`src/rtl/data_mem_arbiter.sv`:
```
// Round-robin arbiter and sequencer that shares one single-ported data memory
// between requester A (core load/store) and requester B (I/O / DMA).
module data_mem_arbiter #(
    parameter int ADDR_WIDTH = 14,
    parameter int DATA_WIDTH = 24
) (
    input  logic                  clk,
    input  logic                  reset_n,

    input  logic                  a_req_valid,
    input  logic                  a_req_write,
    input  logic [ADDR_WIDTH-1:0] a_req_addr,
    input  logic [DATA_WIDTH-1:0] a_req_wdata,
    output logic                  a_req_ready,
    output logic                  a_resp_valid,
    output logic [DATA_WIDTH-1:0] a_resp_rdata,

    input  logic                  b_req_valid,
    input  logic                  b_req_write,
    input  logic [ADDR_WIDTH-1:0] b_req_addr,
    input  logic [DATA_WIDTH-1:0] b_req_wdata,
    output logic                  b_req_ready,
    output logic                  b_resp_valid,
    output logic [DATA_WIDTH-1:0] b_resp_rdata,

    output logic                  mem_write_enable,
    output logic                  mem_read_enable,
    output logic [ADDR_WIDTH-1:0] mem_address,
    output logic [DATA_WIDTH-1:0] mem_write_data,
    input  logic [DATA_WIDTH-1:0] mem_read_data
);

    typedef enum logic [1:0] {
        IDLE,
        ISSUE,
        RESP
    } state_t;

    typedef enum logic [1:0] {
        OWN_NONE,
        OWN_A,
        OWN_B
    } owner_t;

    state_t                state;
    state_t                state_next;
    owner_t                owner;
    logic                  last_grant_b;
    logic                  wr_flag;
    logic                  grant_a;
    logic                  grant_b;
    logic [DATA_WIDTH-1:0] a_rdata_q;
    logic [DATA_WIDTH-1:0] b_rdata_q;

    // NOTE: every signal gets a default before any branch so always_comb never infers a latch.
    always_comb begin
        grant_a = 1'b0;
        grant_b = 1'b0;
        if (state == IDLE) begin
            if (a_req_valid && b_req_valid) begin
                grant_a = last_grant_b;
                grant_b = !last_grant_b;
            end else begin
                grant_a = a_req_valid;
                grant_b = b_req_valid;
            end
        end
    end

    // Ready is masked while reset is held so nothing looks accepted during reset.
    always_comb begin
        a_req_ready = grant_a && reset_n;
        b_req_ready = grant_b && reset_n;
    end

    always_comb begin
        state_next = state;
        case (state)
            IDLE:    if (grant_a || grant_b) state_next = ISSUE;
            ISSUE:   state_next = RESP;
            RESP:    state_next = IDLE;
            default: state_next = IDLE;
        endcase
    end

    // NOTE: sequential state uses non-blocking assignments so every flop samples pre-edge values.
    always_ff @(posedge clk or negedge reset_n) begin
        if (!reset_n) begin
            state <= IDLE;
        end else begin
            state <= state_next;
        end
    end

    always_ff @(posedge clk or negedge reset_n) begin
        if (!reset_n) begin
            owner          <= OWN_NONE;
            last_grant_b   <= 1'b1;
            wr_flag        <= 1'b0;
            mem_address    <= '0;
            mem_write_data <= '0;
            a_rdata_q      <= '0;
            b_rdata_q      <= '0;
        end else begin
            case (state)
                IDLE: begin
                    if (grant_a) begin
                        owner          <= OWN_A;
                        last_grant_b   <= 1'b0;
                        wr_flag        <= a_req_write;
                        mem_address    <= a_req_addr;
                        mem_write_data <= a_req_wdata;
                    end else if (grant_b) begin
                        owner          <= OWN_B;
                        last_grant_b   <= 1'b1;
                        wr_flag        <= b_req_write;
                        mem_address    <= b_req_addr;
                        mem_write_data <= b_req_wdata;
                    end
                end
                RESP: begin
                    // Keep the delivered read word so the owner's rdata stays stable afterwards.
                    if (!wr_flag && owner == OWN_A) a_rdata_q <= mem_read_data;
                    if (!wr_flag && owner == OWN_B) b_rdata_q <= mem_read_data;
                    owner <= OWN_NONE;
                end
                default: begin
                end
            endcase
        end
    end

    always_comb begin
        mem_write_enable = (state == ISSUE) && wr_flag;
        mem_read_enable  = (state == ISSUE) && !wr_flag;
        a_resp_valid     = (state == RESP) && (owner == OWN_A);
        b_resp_valid     = (state == RESP) && (owner == OWN_B);
        a_resp_rdata     = (a_resp_valid && !wr_flag) ? mem_read_data : a_rdata_q;
        b_resp_rdata     = (b_resp_valid && !wr_flag) ? mem_read_data : b_rdata_q;
    end

endmodule

```
`config.mk`:
```
export PLATFORM = sky130hd
export DESIGN_NAME = data_mem_arbiter
export DESIGN_NICKNAME = d
export VERILOG_FILES = /design/src/rtl/data_mem_arbiter.sv
export SDC_FILE = /design/constraint.sdc
export NUM_CORES = 1
export LEC_CHECK = 0
export CAP_MARGIN = 20
export CELL_PAD_IN_SITES_DETAIL_PLACEMENT = 1
export CELL_PAD_IN_SITES_GLOBAL_PLACEMENT = 1
export CORE_UTILIZATION = 31
export CTS_CLUSTER_DIAMETER = 120
export CTS_CLUSTER_SIZE = 20
export DETAILED_ROUTE_END_ITERATION = 8
export GPL_TIMING_DRIVEN = 0
export PLACE_DENSITY = 0.72
export SETUP_SLACK_MARGIN = 0.2
export SLEW_MARGIN = 20
export SYNTH_ARGS = -nofsm -noshare
export SYNTH_HDL_FRONTEND = slang
export SYNTH_SLANG_ARGS = --single-unit
```
`constraint.sdc`:
```
create_clock -name clk -period 2.2 [get_ports clk]
set_clock_uncertainty 0.2 [all_clocks]
set_input_delay 0.22 -clock clk [delete_from_list [all_inputs] [get_ports clk]]
set_output_delay 0.22 -clock clk [all_outputs]
set_load 0.01 [all_outputs]
```
# [Word level (Yosys, flattened, before mapping)]
# Cells that the tools add are included.
[word_totals] reg_bits=92 input_bits=106 elab_cells=54
[classes] n_eq_ne=6 mux=19 n_reduce_logical=21
[ops] op="24-bit 2-to-1 mux" count=4
[ops] op="14-bit 2-to-1 mux" count=2
[ops] op="1-bit logical AND" count=11
[ops] op="1-bit 2-to-1 mux" count=8
[ops] op="2-bit one-hot mux with 2 select lines" count=2
[ops] op="2-bit AND reduction" count=4
[ops] op="2-bit 2-to-1 mux" count=3
[ops] op="2-bit by 1-bit equality test with 1-bit output (second input constant)" count=2
[ops] op="2-bit equality test (second input constant)" count=2
[ops] op="2-bit nonzero test" count=2
[ops] op="3-bit != test (second input constant)" count=1
[ops] op="1-bit logical NOT" count=2
[ops] op="2-bit logical NOT" count=1
[ops] op="2-bit by 1-bit != test with 1-bit output (second input constant)" count=1
[ops] op="1-bit logical OR" count=1

# [Longest topological paths before layout]
[depth] ltp_word=6 ltp_mapped=6

# [Worst setup path before layout]
# OpenSTA, ideal clock, no wires.
[synth_timing] kind="reg-to-output" startpoint="reg state[1]" endpoint="out b_resp_rdata[21]" arrival_time_ps=1410 required_ps=1780 slack_ps=370 stages_incl_launch_ff=6 path_cell_list="dfrtp_1 > nor3b_2 > nand3b_1 > buf_2 > buf_6 > mux2_1"
[synth_between] elab_chain_cells=4
[synth_rtl] element="from (decl)" line="45" source="state_t state;"
[synth_rtl] element="from (signal assigned)" line="91" source="state <= state_next;"
[synth_rtl] element="2-bit equality test" line="137" source="b_resp_valid = (state == RESP) && (owner == OWN_B);"
[synth_rtl] element="1-bit logical AND" line="137"
[synth_rtl] element="1-bit logical AND" line="139" source="b_resp_rdata = (b_resp_valid && !wr_flag) ? mem_read_data : b_rdata_q;"
[synth_rtl] element="24-bit 2-to-1 mux" line="139"
[synth_rtl] element="to (decl)" line="24" source="output logic [DATA_WIDTH-1:0] b_resp_rdata,"
# Every way passes these cells.

# [Final worst setup path]
[layout_timing] startpoint="reg state[0]" endpoint="out b_resp_rdata[4]"
# The elaborated chain is that of the path after synthesis.

==> run_results.csv <==
group,metric,value,unit
yosys,ys_types,26,
placed_design,gp_congestion,0.770,
yosys,synth.mux.area_fraction,22.7,%
cells_and_area,nFillCells,1498,
global_route,use_met1,26.5,%
cells_and_area,final_nets,731,
setup_path,cp_max_fo,10,
detailed_routing,vias,4282,
setup_path,critPathBufInv,3,
global_route,grt_pass1_wl,26.1,mm
placed_design,dpl.hpwl,11.3,mm
clocking,cts-buffers-inserted,9,
power_and_ir_drop,seq_power_share,27.1,%
yosys,async_flop_share,100,%
placed_design,placed_area,6980,um2
timing,slew_violations,0,
setup_path,startpoint_type,"register",
yosys,ys.flop_type,"dfrtp_1",
clocking,clock_path_buffers,2,
timing,tightest_slew,0.583,ns
power_and_ir_drop,power,0.0114,W
clocking,cts.htree.levels,3,
global_route,antenna_found_initial,0,
yosys,syn_area,4760,um2
timing,setup_slack,-0.0677,ns
global_route,track_usage,21.3,%
yosys,synth_top_cell_by_area,"dfrtp_1",
status,violations,"negative hold slack, negative setup slack",
yosys,yosys.area_share.adder,0,%
power_and_ir_drop,p_leak,3.44,nW
status,status,"finished, violations left",
setup_path,path_cells,"nor3b_4 > nand3b_1 > buf_6 > buf_12 > mux2_2 > buf_2",
setup_path,cpLargestDelayFamily,"buffers and inverters",
die,initial_core_util,32.3,%
clocking,path_clk_slew,0.07,ns
clocking,cts.sinks,92,
run,cap_violations,0,
timing,final-setup-viol-count,48,
clocking,tritoncts,"done",
cells_and_area,layout-drive-gt1-share,42.5,%
timing,finalHoldViolCount,64,
detailed_routing,wl,17.1,mm
timing,fmax,441,MHz
global_route,overflow,0,
power_and_ir_drop,combPwrFrac,58.6,%
clocking,clock-root-buffer,"clkbuf_16",
yosys,synthXorXnorAreaFrac,0,%
timing,grt_setup_unrepaired,"yes",
clocking,clk_latency,0.35,ns
power_and_ir_drop,peakVddDrop,0.514,mV
yosys,synth_compound_area_share,8.94,%
yosys,synthCells,373,
die,fp.coreArea,14800,um2
power_and_ir_drop,powerDensity,1400,nW/um2
detailed_routing,drc,0,
yosys,synth_edf_count,0,
detailed_routing,dr.pass1.iters,4,
yosys,synth-simple-area-share,15.7,%
setup_path,critPathSlowestCell,"dfrtp_2",
yosys,synth_nets,479,
yosys,yosys_register_bits,92,
power_and_ir_drop,power_switching,0.00390,W
yosys,synth_top_family_by_area,"multiplexers",
detailed_routing,vias_per_cell,5.26,
timing,whs,-0.0742,ns
yosys,synth_commonest_cells,"mux2_2 (95), dfrtp_1 (91), nor3b_1 (41), and4_1 (40), a221o_1 (39)",
power_and_ir_drop,p_clk_share,14.3,%
global_route,top_usage_layer,"met2",
setup_path,criticalPathCategory,"reg2out",
setup_path,required,1.78,ns
global_route,first_global_vias,4580,
worst_hold_path,hp-class,"in2async",
setup_path,endpoint_kind,"primary output",
yosys,synth.top_cells.by_area,"dfrtp_1 (48%), mux2_2 (22%), a221o_1 (8.2%), and4_1 (7.4%), nor3b_1 (6.5%)",
global_route,grt_max_degree,67,
die,die_area,15900,um2
yosys,synth_warnings,0,
cells_and_area,syn2layout_area_growth,71.1,%
yosys,avgSynthCellArea,12.8,um2
detailed_routing,drt_iter0_drc,132,
detailed_routing,detail-route-antenna-nets,0,
global_route,grtUsageMet3,5.69,%
timing,period_share,103,%
global_route,grtUsageMet2,35.6,%
setup_path,slowest_delay,0.42,ns
die,die_w,126,um
die,core.rowCount,44,
die,ios,198,
cells_and_area,n_antenna_cell,0,
timing,fin_crit,2.27,ns
cells_and_area,fin_area,8140,um2
clocking,holdBufCountCts,6,
detailed_routing,drt-wirelength-per-cell,21.0,um
timing,relSlewSlack,61.1,%
die,die_y,126,um
placed_design,io_buffers,196,
setup_path,arrival,1.85,ns
power_and_ir_drop,sw_frac_of_total,34.4,%
power_and_ir_drop,p_int,0.00746,W
yosys,synth.most_common_cell,"mux2_2",
yosys,synth_top_area_share,47.8,%
yosys,synth-seq-area-share,48.4,%
==> layout by cell type, fill, tap and decap left out, drive strengths merged <==
master         count
a21oi              1
a221o             39
a31oi              1
a32oi              1
and2               1
and4              40
buf              118
bufinv             1
clkbuf            30
clkdlybuf4s50    140
clkinv             3
clkinvlp           2
dfrtp             91
dfstp              1
dlygate4sd3        1
dlymetal6s2s       1
inv                4
mux2              96
nand2              3
nand2b             2
nand3              1
nand3b             2
nor2               4
nor3               1
nor3b             42
o21ai              3
or2                1
==> worst register-to-register path, stage by stage, from the launching register on <==
cell	delay, ns
dfrtp_2	0.42
buf_4	0.15
buf_4	0.13
nor2_4	0.16
nand3_4	0.12
buf_8	0.17
buf_4	0.13
buf_8	0.13
a221o_1	0.30
==> stage by stage <==
stage	utilization, %	setup slack (ns)	std cells	TNS, ns	hold WS, ns
4_1_cts	52.8	-0.116	798	-4.22	-0.0617
3_3_place_gp	47.1	-3.32	753	-289.00	0.281
2_1_floorplan	-	0.370	373	0	-0.276
5_1_grt	55.2	-0.150	814	-6.01	-0.0301
6_report	55.2	-0.0677	814	-2.29	-0.0742
3_5_place_dp	47.3	-0.466	754	-16.33	-0.0832
==> power groups by stage <==
stage | clock (W) | sequential (W) | combinational, W
2_1_floorplan | 0 | 0.00314 | 0.00258
3_5_place_dp | 0 | 0.00309 | 0.00537
5_1_grt | 0.00172 | 0.00321 | 0.00709
4_1_cts | 0.00165 | 0.00308 | 0.00600
6_report | 0.00162 | 0.00308 | 0.00665
3_3_place_gp | 0 | 0.00306 | 0.00525
==> layout make-up <==
cell class                      instances  area [um2]  area share (%)
Sequential cell                        92        2310            28.3
Inverter                                4        15.0           0.184
Multi-Input combinational cell        238        2410            29.6
Clock buffer                           10         239            2.94
Clock inverter                          6        63.8           0.784
Tap cell                              184         230            2.83
Timing Repair Buffer                  242        2530            31.1
Buffer                                 38         343            4.21
==> what timing repair did <==
| action | 4_1_cts | 5_1_grt |
|---|---|---|
| setup endpoints to repair | 94 | 93 |
| cloned | 1 | 6 |
| pin swaps | 4 | 27 |
| endpoints found under the hold margin | 91 | 56 |
| resized for setup | 303 | 96 |
| setup buffers | 21 | 11 |
==> layer usage <==
layer	up-vias	part of all wire (%)
li1	1956	-
met1	2138	43
met5	-	0
met4	0	2.0
met3	22	6.6
met2	166	48
==> flip-flops by register name (all words and copies together) (netlist names) <==
register and flops:
state 2, mem_address 14, mem_write_data 24, wr_flag 1
a_rdata_q 24, b_rdata_q 24, owner 2, last_grant_b 1
==> path summary, 6_finish.rpt <==
| check | depth (start not counted) | to | start | slack [ns] |
|---|---|---|---|---|
| hold reg to reg | 1 | a_rdata_q[10] | a_rdata_q[10] | 0.30 |
| setup reg to reg | 8 | mem_address[5] | state[0] | 0.16 |
| setup / recovery | 6 | b_resp_rdata[4] | state[0] | -0.07 |
| max in group asynchronous | 7 | mem_address[5] | reset_n | 1.05 |
| hold / removal | 5 | b_rdata_q[15] | reset_n | -0.07 |
| min in group clk | 3 | last_grant_b | b_req_valid | 0.15 |
==> logic make-up (layout without fill, tap and decap cells) <==
| kind of cell | count (synthesis) | count (layout) |
|---|---|---|
| buffers and inverters | 43 | 300 |
| flip-flops | 92 | 92 |
| AND/OR/NAND/NOR | 97 | 97 |
| AO/OA/AOI/OAI | 45 | 45 |
| multiplexers | 96 | 96 |
Power figures use the tool's default switching activity.
